[config.mk]
export PLATFORM = sky130hd
export DESIGN_NAME = dht11_scheduler
export DESIGN_NICKNAME = d
export VERILOG_FILES = /design/src/rtl/dht11_scheduler.sv
export SDC_FILE = /design/constraint.sdc
export NUM_CORES = 1
export LEC_CHECK = 0
export ABC_AREA = 1
export ABC_CLOCK_PERIOD_IN_PS = 3150
export BUFFER_PORTS_ARGS = -buffer_cell sky130_fd_sc_hd__buf_2
export CORE_ASPECT_RATIO = 0.75
export CORE_MARGIN = 2
export CORE_UTILIZATION = 59
export CTS_CLUSTER_DIAMETER = 120
export DETAILED_ROUTE_END_ITERATION = 10
export PLACE_DENSITY = 0.81
export SLEW_MARGIN = 5
export SYNTH_ARGS = -nofsm -noshare
export SYNTH_HDL_FRONTEND = slang
export SYNTH_SLANG_ARGS = --single-unit
[constraint.sdc]
create_clock -name clock -period 3.15 [get_ports clock]
set_input_delay 0.4725 -clock clock [delete_from_list [all_inputs] [get_ports clock]]
set_output_delay 0.4725 -clock clock [all_outputs]
set_load 0.01 [all_outputs]
[src/rtl/dht11_scheduler.sv]
// Periodic / on-demand read sequencer for the DHT11 reader with retries, hung-read timeout and held results.
// Optional DHT_SCHED_RANGE_CHECK_EN: implausible readings (umidade > 100, temperatura > 60) count as errors.
//
// state   | meaning
// IDLE    | nothing scheduled, waiting for enable or a pending force
// START   | one-cycle start pulse to the reader
// GUARD   | one cycle ignoring stale pronto/error flags
// WAIT    | waiting for pronto, error or timeout
// HOLDOFF | enforcing the sensor gap measured from the last start
module dht11_scheduler #(
  parameter int PERIOD_CYCLES    = 100000000,
  parameter int RETRY_GAP_CYCLES = 50000000,
  parameter int TIMEOUT_CYCLES   = 2500000,
  parameter int MAX_RETRIES      = 3
) (
  input  logic        clock,
  input  logic        reset,
  input  logic        enable,
  input  logic        force_read,
  output logic        sensor_start,
  input  logic        sensor_pronto,
  input  logic        sensor_error,
  input  logic [15:0] sensor_temperatura,
  input  logic [15:0] sensor_umidade,
  output logic [15:0] temperatura,
  output logic [15:0] umidade,
  output logic        valid,
  output logic        fail,
  output logic        new_sample,
  output logic [2:0]  attempt,
  output logic [2:0]  db_estado
);

  localparam int GAP_MAX = (PERIOD_CYCLES > RETRY_GAP_CYCLES) ? PERIOD_CYCLES : RETRY_GAP_CYCLES;
  localparam int IW      = $clog2(GAP_MAX + 1);
  localparam int TW      = $clog2(TIMEOUT_CYCLES + 1);

  typedef enum logic [2:0] {
    IDLE    = 3'd0,
    START   = 3'd1,
    GUARD   = 3'd2,
    WAIT    = 3'd3,
    HOLDOFF = 3'd4
  } state_t;

  state_t        state, state_d;
  logic [IW-1:0] interval_cnt;
  logic [IW-1:0] limit;
  logic [TW-1:0] timeout_cnt;
  logic          pending;
  logic          out_of_range;
  logic          accept;
  logic          reject;
  logic          gap_done;
  logic          retry_left;

`ifdef DHT_SCHED_RANGE_CHECK_EN
  assign out_of_range = (sensor_umidade[15:8] > 8'd100) || (sensor_temperatura[15:8] > 8'd60);
`else
  assign out_of_range = 1'b0;
`endif

  assign accept     = sensor_pronto && !out_of_range;
  assign reject     = (sensor_pronto && out_of_range) || sensor_error
                      || (timeout_cnt == TW'(TIMEOUT_CYCLES - 1));
  // interval_cnt holds the number of cycles since the start pulse
  assign gap_done   = interval_cnt >= (limit - IW'(1));
  assign retry_left = attempt < 3'(MAX_RETRIES);

  assign sensor_start = (state == START);
  assign db_estado    = state;

  always_comb begin
    state_d = state;
    case (state)
      IDLE:    if (enable || pending) state_d = START;
      START:   state_d = GUARD;
      GUARD:   state_d = WAIT;
      WAIT:    if (accept || reject) state_d = HOLDOFF;
      HOLDOFF: begin
        if (gap_done) begin
          if ((attempt != 3'd0) || enable || pending) state_d = START;
          else                                        state_d = IDLE;
        end
      end
      default: state_d = IDLE;
    endcase
  end

  always_ff @(posedge clock or posedge reset) begin
    if (reset) begin
      state        <= IDLE;
      interval_cnt <= '0;
      limit        <= '0;
      timeout_cnt  <= '0;
      pending      <= 1'b0;
      temperatura  <= 16'd0;
      umidade      <= 16'd0;
      valid        <= 1'b0;
      fail         <= 1'b0;
      new_sample   <= 1'b0;
      attempt      <= 3'd0;
    end else begin
      state      <= state_d;
      new_sample <= 1'b0;

      // a force arriving as a start is launched is served by that start
      if ((state_d == START) && (state != START)) pending <= 1'b0;
      else if (force_read && (state != START))    pending <= 1'b1;

      if (state == START)
        interval_cnt <= IW'(1);
      else if ((state == GUARD) || (state == WAIT) || ((state == HOLDOFF) && (interval_cnt < limit)))
        interval_cnt <= interval_cnt + IW'(1);

      if (state == GUARD)     timeout_cnt <= '0;
      else if (state == WAIT) timeout_cnt <= timeout_cnt + TW'(1);

      if (state == WAIT) begin
        if (accept) begin
          temperatura <= sensor_temperatura;
          umidade     <= sensor_umidade;
          valid       <= 1'b1;
          fail        <= 1'b0;
          attempt     <= 3'd0;
          new_sample  <= 1'b1;
          limit       <= IW'(PERIOD_CYCLES);
        end else if (reject) begin
          if (retry_left) begin
            attempt <= attempt + 3'd1;
            limit   <= IW'(RETRY_GAP_CYCLES);
          end else begin
            fail    <= 1'b1;
            attempt <= 3'd0;
            limit   <= IW'(PERIOD_CYCLES);
          end
        end
      end
    end
  end

endmodule

=== After elaboration in Yosys (flattened, before gate mapping) ===
Cells that the tools add are included.

* Flip-flop bits (word level): 118
* Bits of input ports: 38
* Output and inout bits: 42
* Logic and storage cells: 67

* $add $sub $neg: 4
* Magnitude comparators: 3
* Eq/ne operators: 8
* Muxes and demuxes: 22
* Reduce and logical (&&, ||, !) cells: 19

{| class="wikitable"
|+ Operator list
! cell !! number
|-
| 27-bit 2-to-1 mux || 5
|-
| 22-bit 2-to-1 mux || 2
|-
| 27-bit by 1-bit adder with 27-bit output (second input constant) || 1
|-
| 27-bit greater-or-equal comparator || 1
|-
| 27-bit < comparator || 1
|-
| 27-bit by 1-bit subtractor with 27-bit output (second input constant) || 1
|-
| 22-bit by 1-bit adder with 22-bit output (second input constant) || 1
|-
| 22-bit == test (second input constant) || 1
|-
| 3-bit 2-to-1 mux || 6
|-
| 3-bit case mux with 5 select lines || 1
|-
| 1-bit 2-to-1 mux || 8
|-
| 2-bit nonzero test || 4
|-
| 1-bit logical OR || 7
|-
| 3-bit by 1-bit == test with 1-bit output (second input constant) || 2
|-
| 3-bit by 2-bit == test with 1-bit output (second input constant) || 2
|-
| 2-bit AND reduction || 2
|-
| 3-bit by 1-bit adder with 3-bit output (second input constant) || 1
|-
| 3-bit == test (second input constant) || 1
|-
| 1-bit logical AND || 3
|-
| 3-bit zero test || 1
|-
| 3-bit by 2-bit < comparator with 1-bit output (second input constant) || 1
|-
| 3-bit by 1-bit inequality test with 1-bit output (second input constant) || 1
|-
| 3-bit AND reduction || 1
|-
| 3-bit nonzero test || 1
|-
| 2-bit inequality test (second input constant) || 1
|}

=== Depth between registers and ports, before layout ===
Gate-level depths: netlist of run 1.

* Depth after elaboration: 9
* Depth in mapped cells: 17

=== Worst setup path before layout of run 1 ===
Ideal clock, no wire load.

* Path kind: reg-to-reg
* From: reg limit[25]
* To: reg pending
* Setup time: 121 ps
* Data arrival time: 2138 ps
* Setup slack: 892 ps
* Stages on the path, launching flop included: 17
* Buffers on the path: 0
* Cells stage by stage: dfrtp_1 -> inv_1 -> ha_1 -> nand2_1 -> inv_1 -> nor2_1 -> o21bai_1 -> ha_1 -> nand2_1 -> nor2_1 -> nand2_1 -> nor2_1 -> nand2_1 -> nand4_1 -> nand2_1 -> nand2_1 -> a21oi_1

* Longest elaborated chain between the ends: 7

{| class="wikitable"
|+ RTL lines
! element !! line !! RTL
|-
| from (decl) || 48 || <nowiki>logic [IW-1:0] limit;</nowiki>
|-
| from (signal assigned) || 127 || <nowiki>limit <= IW'(PERIOD_CYCLES);</nowiki>
|-
| from (signal assigned) || 131 || <nowiki>limit <= IW'(RETRY_GAP_CYCLES);</nowiki>
|-
| from (signal assigned) || 135 || <nowiki>limit <= IW'(PERIOD_CYCLES);</nowiki>
|-
| 27-bit by 1-bit subtractor with 27-bit output (*) || 67 || <nowiki>assign gap_done = interval_cnt >= (limit - IW'(1));</nowiki>
|-
| 27-bit greater-or-equal comparator (*) || 67 ||
|-
| 3-bit 2-to-1 mux (*) || 81 || <nowiki>if (gap_done) begin</nowiki>
|-
| 3-bit case mux with 5 select lines (*) || 75 || <nowiki>case (state)</nowiki>
|-
| via state_d[0] || 46 || <nowiki>state_t state, state_d;</nowiki>
|-
| 3-bit by 1-bit == test with 1-bit output (*) || 108 || <nowiki>if ((state_d == START) && (state != START)) pending <= 1'b0;</nowiki>
|-
| 1-bit logical AND (*) || 108 ||
|-
| 1-bit 2-to-1 mux / 2-bit nonzero test (equally long branches) || -- ||
|-
| to (signal assigned) || 96 || <nowiki>pending <= 1'b0;</nowiki>
|-
| to (signal assigned) || 108 ||
|-
| to (signal assigned) || 109 || <nowiki>else if (force_read && (state != START)) pending <= 1'b1;</nowiki>
|-
| to (decl) || 50 || <nowiki>logic pending;</nowiki>
|}

Mark *: on every way through the listed nets, which the timed path passes. The rest lies on a longest branch.
A chain may end at the register's enable or synchronous reset.

=== Worst setup path after layout of run 1 ===
* From: reg limit[24]
* To: reg pending

Same word-level chain as after synthesis.

==> results of run 1 <==
-- Yosys cell counts, types with 2 or more instances --
cell	count	area share
a21oi_1	27	0.022
a31oi_1	2	0.0020
buf_2	8	0.0065
buf_4	2	0.0024
clkbuf_1	10	0.0061
dfrtp_1	94	0.38
ha_1	44	0.090
inv_1	87	0.053
inv_2	3	0.0018
nand2_1	313	0.19
nand3_1	60	0.049
nand4_1	18	0.018
nor2_1	114	0.070
nor2_2	2	0.0020
nor2_4	2	0.0037
nor3_1	21	0.017
nor3_2	3	0.0049
nor3b_1	3	0.0037
nor4_1	2	0.0020
o21ai_0	25	0.020
o21bai_1	2	0.0024
or2_2	6	0.0061
xnor2_1	10	0.014
xor2_1	13	0.019
-- registers in the layout (all words and copies together), names as in the netlist --
signal / count
new_sample: 1
interval_cnt: 27
valid: 1
temperatura: 16
pending: 1
fail: 1
attempt: 3
umidade: 16
db_estado: 3
timeout_cnt: 22
limit: 3
-- path summary, 6_finish.rpt --
| check | from | depth (start not counted) | end |
|---|---|---|---|
| setup / recovery | limit[24]$_DFFE_PP0P_ | 16 | pending$_DFFE_PP0P_ |
| hold / removal | reset | 2 | timeout_cnt[16]$_DFFE_PP0P_ |
| setup reg to reg | limit[24]$_DFFE_PP0P_ | 16 | pending$_DFFE_PP0P_ |
| hold reg to reg | umidade[14]$_DFFE_PP0P_ | 2 | umidade[14]$_DFFE_PP0P_ |
| max in group asynchronous | reset | 3 | db_estado[2]$_DFF_PP0_ |
| min in group clock | sensor_umidade[6] | 3 | umidade[6]$_DFFE_PP0P_ |
-- layout make-up --
class | count | share of cell area
clock inverter | 6 | 0.0104
timing repair buffer | 85 | 0.0649
multi-input combinational | 674 | 0.482
inverter | 90 | 0.0488
sequential | 94 | 0.337
tap | 136 | 0.0244
clock buffer | 10 | 0.0328
-- report_power, final --
part	internal, mW	leakage, nW	switching (mW)
Sequential	1.50	1.24	0.224
Combinational	0.628	2.36	1.29
Clock	0.629	0.150	0.501
Total	2.76	3.74	2.01
-- per-stage QoR --
step	utilization	worst slack, ps	hold slack, ps
2_1_floorplan	-	229	455
3_3_place_gp	0.654	644	448
3_5_place_dp	0.654	559	454
4_1_cts	0.683	562	255
5_1_grt	0.683	221	284
6_report	0.683	543	234
-- metal layers --
metal | part of all wire | up-vias | global-route usage
met5 | 0 | - | 0
met4 | 0.0089 | 0 | 0.0603
met3 | 0.092 | 17 | 0.0739
met2 | 0.43 | 252 | 0.424
met1 | 0.47 | 2692 | 0.429
li1 | - | 2952 | -
-- logic make-up (layout without fill, tap and decap cells) --
family,count (synthesis),count (layout),share of synthesized area
xor gates and xnor gates,23,23,0.0328
and+or+nand+nor,547,547,0.373
AOI/OAI and AO/OA,60,60,0.0515
buffers and inverters,110,191,0.0701
adders and majority gates,44,44,0.0896
DFF,94,94,0.383
==> metrics.yaml, run 1 <==
cp_top_family: "simple AND/OR/NAND/NOR gates"
netlist_area_um2: 6140
setup_viol: 0
start_util: 0.602
dieWidth_um: 122
cp-end-kind: "flip-flop"
clk_pin_slew_ps: 70
grt_pass1_vias: 5402
slew_headroom: 0.554
drtPass1Iterations: 6
crit_slowest_cell: "dfrtp_1"
design_area_um2: 6980
worstMarginPinSlew_ps: 669
crit_arrival_ps: 2850
final-hold-violation-count: 0
drtAntennaViolNets: 0
area_growth_pct: 13.6
hold_buffers: 0
grt_overflow: 0
core-area_um2: 10200
cap_violations: 0
routed_wl_mm: 15.4
crit_fanout: 8
synthArstFlopShare: 1.00
synth_enable_flop_cells: 0
cts_resized: 0
worstSetupPathType: "reg2reg"
cts_max_level: 3
pin_count: 80
cpPeakStageDelay_ps: 440
layout-drive-gt1-share: 0.124
critPathBufInv: 2
antenna_found_initial: 0
max-vdd-ir-drop_uv: 476
clock_sinks: 94
placedCellCount: 1079
nNetsFinal: 1036
gp_congestion: 0.920
io_buffers: 79
cts-root-buf: "clkbuf_16"
grt_pass1_wl_mm: 25.7
regArea_um2: 2350
diodes: 0
avgSynthCellArea_um2: 7.00
period_share: 0.828
power_density_nw_per_um2: 685
die_h_um: 92.4
synth_warnings: 0
fmax_ghz: 0.384
cp.required_ps: 3390
place_hpwl_mm: 11.5
rsz0062_at_grt: "false"
p_leak_nw: 3.74
via_count: 5913
viasPerCell: 5.40
finalSetupTns_ps: 0
crit_top_cell: "nand2_1"
multiInputGateArea_um2: 3360
fin_cells: 1095
wire_per_inst_um: 14.1
post_cts_buffers: 0
ys.flop_type: "dfrtp_1"
finalClockSkew_ps: 8.72
cts_tree: "built"
yosys_register_bits: 94
most-common-layout-cells: "313 x nand2_1, 114 x nor2_1, 94 x dfrtp_1"
die-area_um2: 11300
track_usage: 0.288
fillers: 851
synth_nets: 960
place_area_um2: 6680
ctsLongestPathBuffers: 2
p_total_mw: 4.78
insertion_delay_ps: 350
drt_iter0_markers: 552
final_common_cell: "nand2_1"
final.min_clock_period_ps: 2610
cts_buffers: 9
path_cells: "inv_1, ha_1, nand2_1, inv_1, nor2_1, o21bai_1, ha_1, nand2_1, nor2_1, nand2_1, nor2_1, nand2_1, nand4_1, nand2_1, nand2_1, a21oi_1"
synthDistinctLibCells: 31
status: "finished, final reports clean"
row_count: 32
report.final.slew_viol_count: 0
synth_cells: 878
reg2reg_slack_ps: 540
hp-class: "in2async"
drc: 0
grt_max_degree: 57
critPathLaunchType: "flip-flop"
synth_seq_area_share: 0.383
Power figures use the tool's default switching activity.
==> inputs of run 2 (changes only) <==
ABC_CLOCK_PERIOD_IN_PS = 2340   (was 3150)
CORE_UTILIZATION = 53   (was 59)
PLACE_DENSITY = 0.77   (was 0.81)
clock period = 2.34 ns   (was 3.15 ns; I/O delays follow)
==> metrics.yaml, run 2 (synthesis results as in run 1) <==
pin_count: 80
cts_tree: "built"
period_share: 0.971
layout-drive-gt1-share: 0.170
place_hpwl_mm: 11.9
insertion_delay_ps: 350
reg2reg_depth: 16
track_usage: 0.265
final-hold-violation-count: 0
max-vdd-ir-drop_uv: 593
diodes: 0
area_growth_pct: 19.5
final_util: 0.641
fin_cells: 1131
worstSetupPathType: "reg2reg"
rsz0062_at_grt: "true"
ctsLongestPathBuffers: 2
row_count: 34
cpPeakStageDelay_ps: 410
largest-register: "interval_cnt"
nNetsFinal: 1064
crit_top_cell: "nand2_1"
setup_viol: 0
combPwrFrac: 0.450
p_total_mw: 6.92
largest_reg_flops: 27
fmax_ghz: 0.440
placedCellCount: 1108
path_cells: "inv_2, ha_4, nand2_4, inv_4, nor2_2, o21bai_1, ha_1, nand2_2, nor2_4, nand2_1, nor2_1, nand2_1, nand4_1, nand2_1, nand2_2, a21oi_2"
cts-root-buf: "clkbuf_16"
setup_ws_ps: 68.7
critPathLaunchType: "flip-flop"
start_util: 0.537
grt_pass1_vias: 5583
p_int_mw: 3.96
crit_fanout: 4
wire_per_inst_um: 14.3
via_count: 6047
viasPerCell: 5.35
io_buffers: 79
cts_buffers: 9
grt_max_degree: 54
hp-class: "in2async"
antenna_found_initial: 0
cts_max_level: 3
final_common_cell: "nand2_1"
die_h_um: 97.2
finalClockSkew_ps: 12.5
finalSetupTns_ps: 0
crit_arrival_ps: 2500
slew_headroom: 0.623
netSwitchingFraction: 0.428
drtAntennaViolNets: 0
cp-end-kind: "flip-flop"
pwr-share-clk: 0.218
top_regs: "interval_cnt (27), timeout_cnt (22)"
core-area_um2: 11400
cp.required_ps: 2560
grt_overflow: 0
grt_pass1_wl_mm: 26.6
crit_slowest_cell: "dfrtp_1"
cap_violations: 0
dieWidth_um: 128
die-area_um2: 12500
report.final.slew_viol_count: 0
routed_wl_mm: 16.2
status: "finished, final reports clean"
p_seq_frac: 0.333
hold_buffers: 0
dp_slack_ps: -71.7
p_leak_nw: 3.91
drt_iter0_markers: 643
final.min_clock_period_ps: 2270
gp_congestion: 0.967
worstMarginPinSlew_ps: 564
power_density_nw_per_um2: 944
drtPass1Iterations: 6
p_sw_mw: 2.96
drc: 0
clock_sinks: 94
clk_pin_slew_ps: 80
most-common-layout-cells: "310 x nand2_1, 109 x nor2_1, 93 x dfrtp_1"
==> run 2: what timing repair did <==
item | 4_1_cts | 5_1_grt
pin swaps | 1 | 8
resized for setup | 2 | 27
setup buffers | 2 | 3
cloned | 0 | 2
setup endpoints to repair | 1 | 21
==> run 2: stage by stage <==
step | hold WS, ps | cell area, µm²
after global placement | 430 | 6860
after CTS | 53.5 | 7190
after floorplan | 455 | 6150
final | 43.4 | 7340
after global routing | 75.1 | 7340
after detailed placement | 432 | 6860
==> run 2: area by class of cell <==
type                            instances  area (µm²)
Multi-Input combinational cell        674        3430
Clock buffer                            9         225
Fill cell                             983        4110
Tap cell                              144         180
Inverter                               90         344
Timing Repair Buffer                  113         714
Sequential cell                        94        2350
Clock inverter                          7        88.8
==> run 2: worst max-delay path, delay by kind of cell, from the launching register on <==
kind / cells / cell delay (ps)
AND/OR/NAND/NOR: 10 / 870
adder cells (fa/ha/maj): 2 / 480
flip-flops: 1 / 410
AO/OA/AOI/OAI: 2 / 200
buffers and inverters: 2 / 190
==> run 2: layer usage <==
metal | routed length, µm | track usage | vias to the layer above
met1 | 7700 | 0.402 | 2768
met3 | 1500 | 0.0633 | 36
met5 | 0 | 0 | -
met4 | 298 | 0.0592 | 0
li1 | - | - | 3009
met2 | 6690 | 0.384 | 234
==> run 2: final timing paths <==
kind	from	slack, ps	endpoint
worst max-delay path	limit[25]$_DFFE_PP0P_	70	pending$_DFFE_PP0P_
worst min-delay path	reset	40	umidade[6]$_DFFE_PP0P_
worst max register to register	limit[25]$_DFFE_PP0P_	70	pending$_DFFE_PP0P_
worst min register to register	umidade[2]$_DFFE_PP0P_	470	umidade[2]$_DFFE_PP0P_
max in group asynchronous	reset	1640	db_estado[0]$_DFF_PP0_
min in group clock	sensor_temperatura[11]	200	temperatura[11]$_DFFE_PP0P_
==> run 2: power groups by stage <==
stage,registers (mW),logic [mW],clock network [mW]
after floorplan,2.46,1.60,0
after global placement,2.32,2.70,0
after detailed placement,2.31,2.76,0
after CTS,2.30,2.79,1.53
after global routing,2.36,3.47,1.59
final,2.30,3.11,1.51
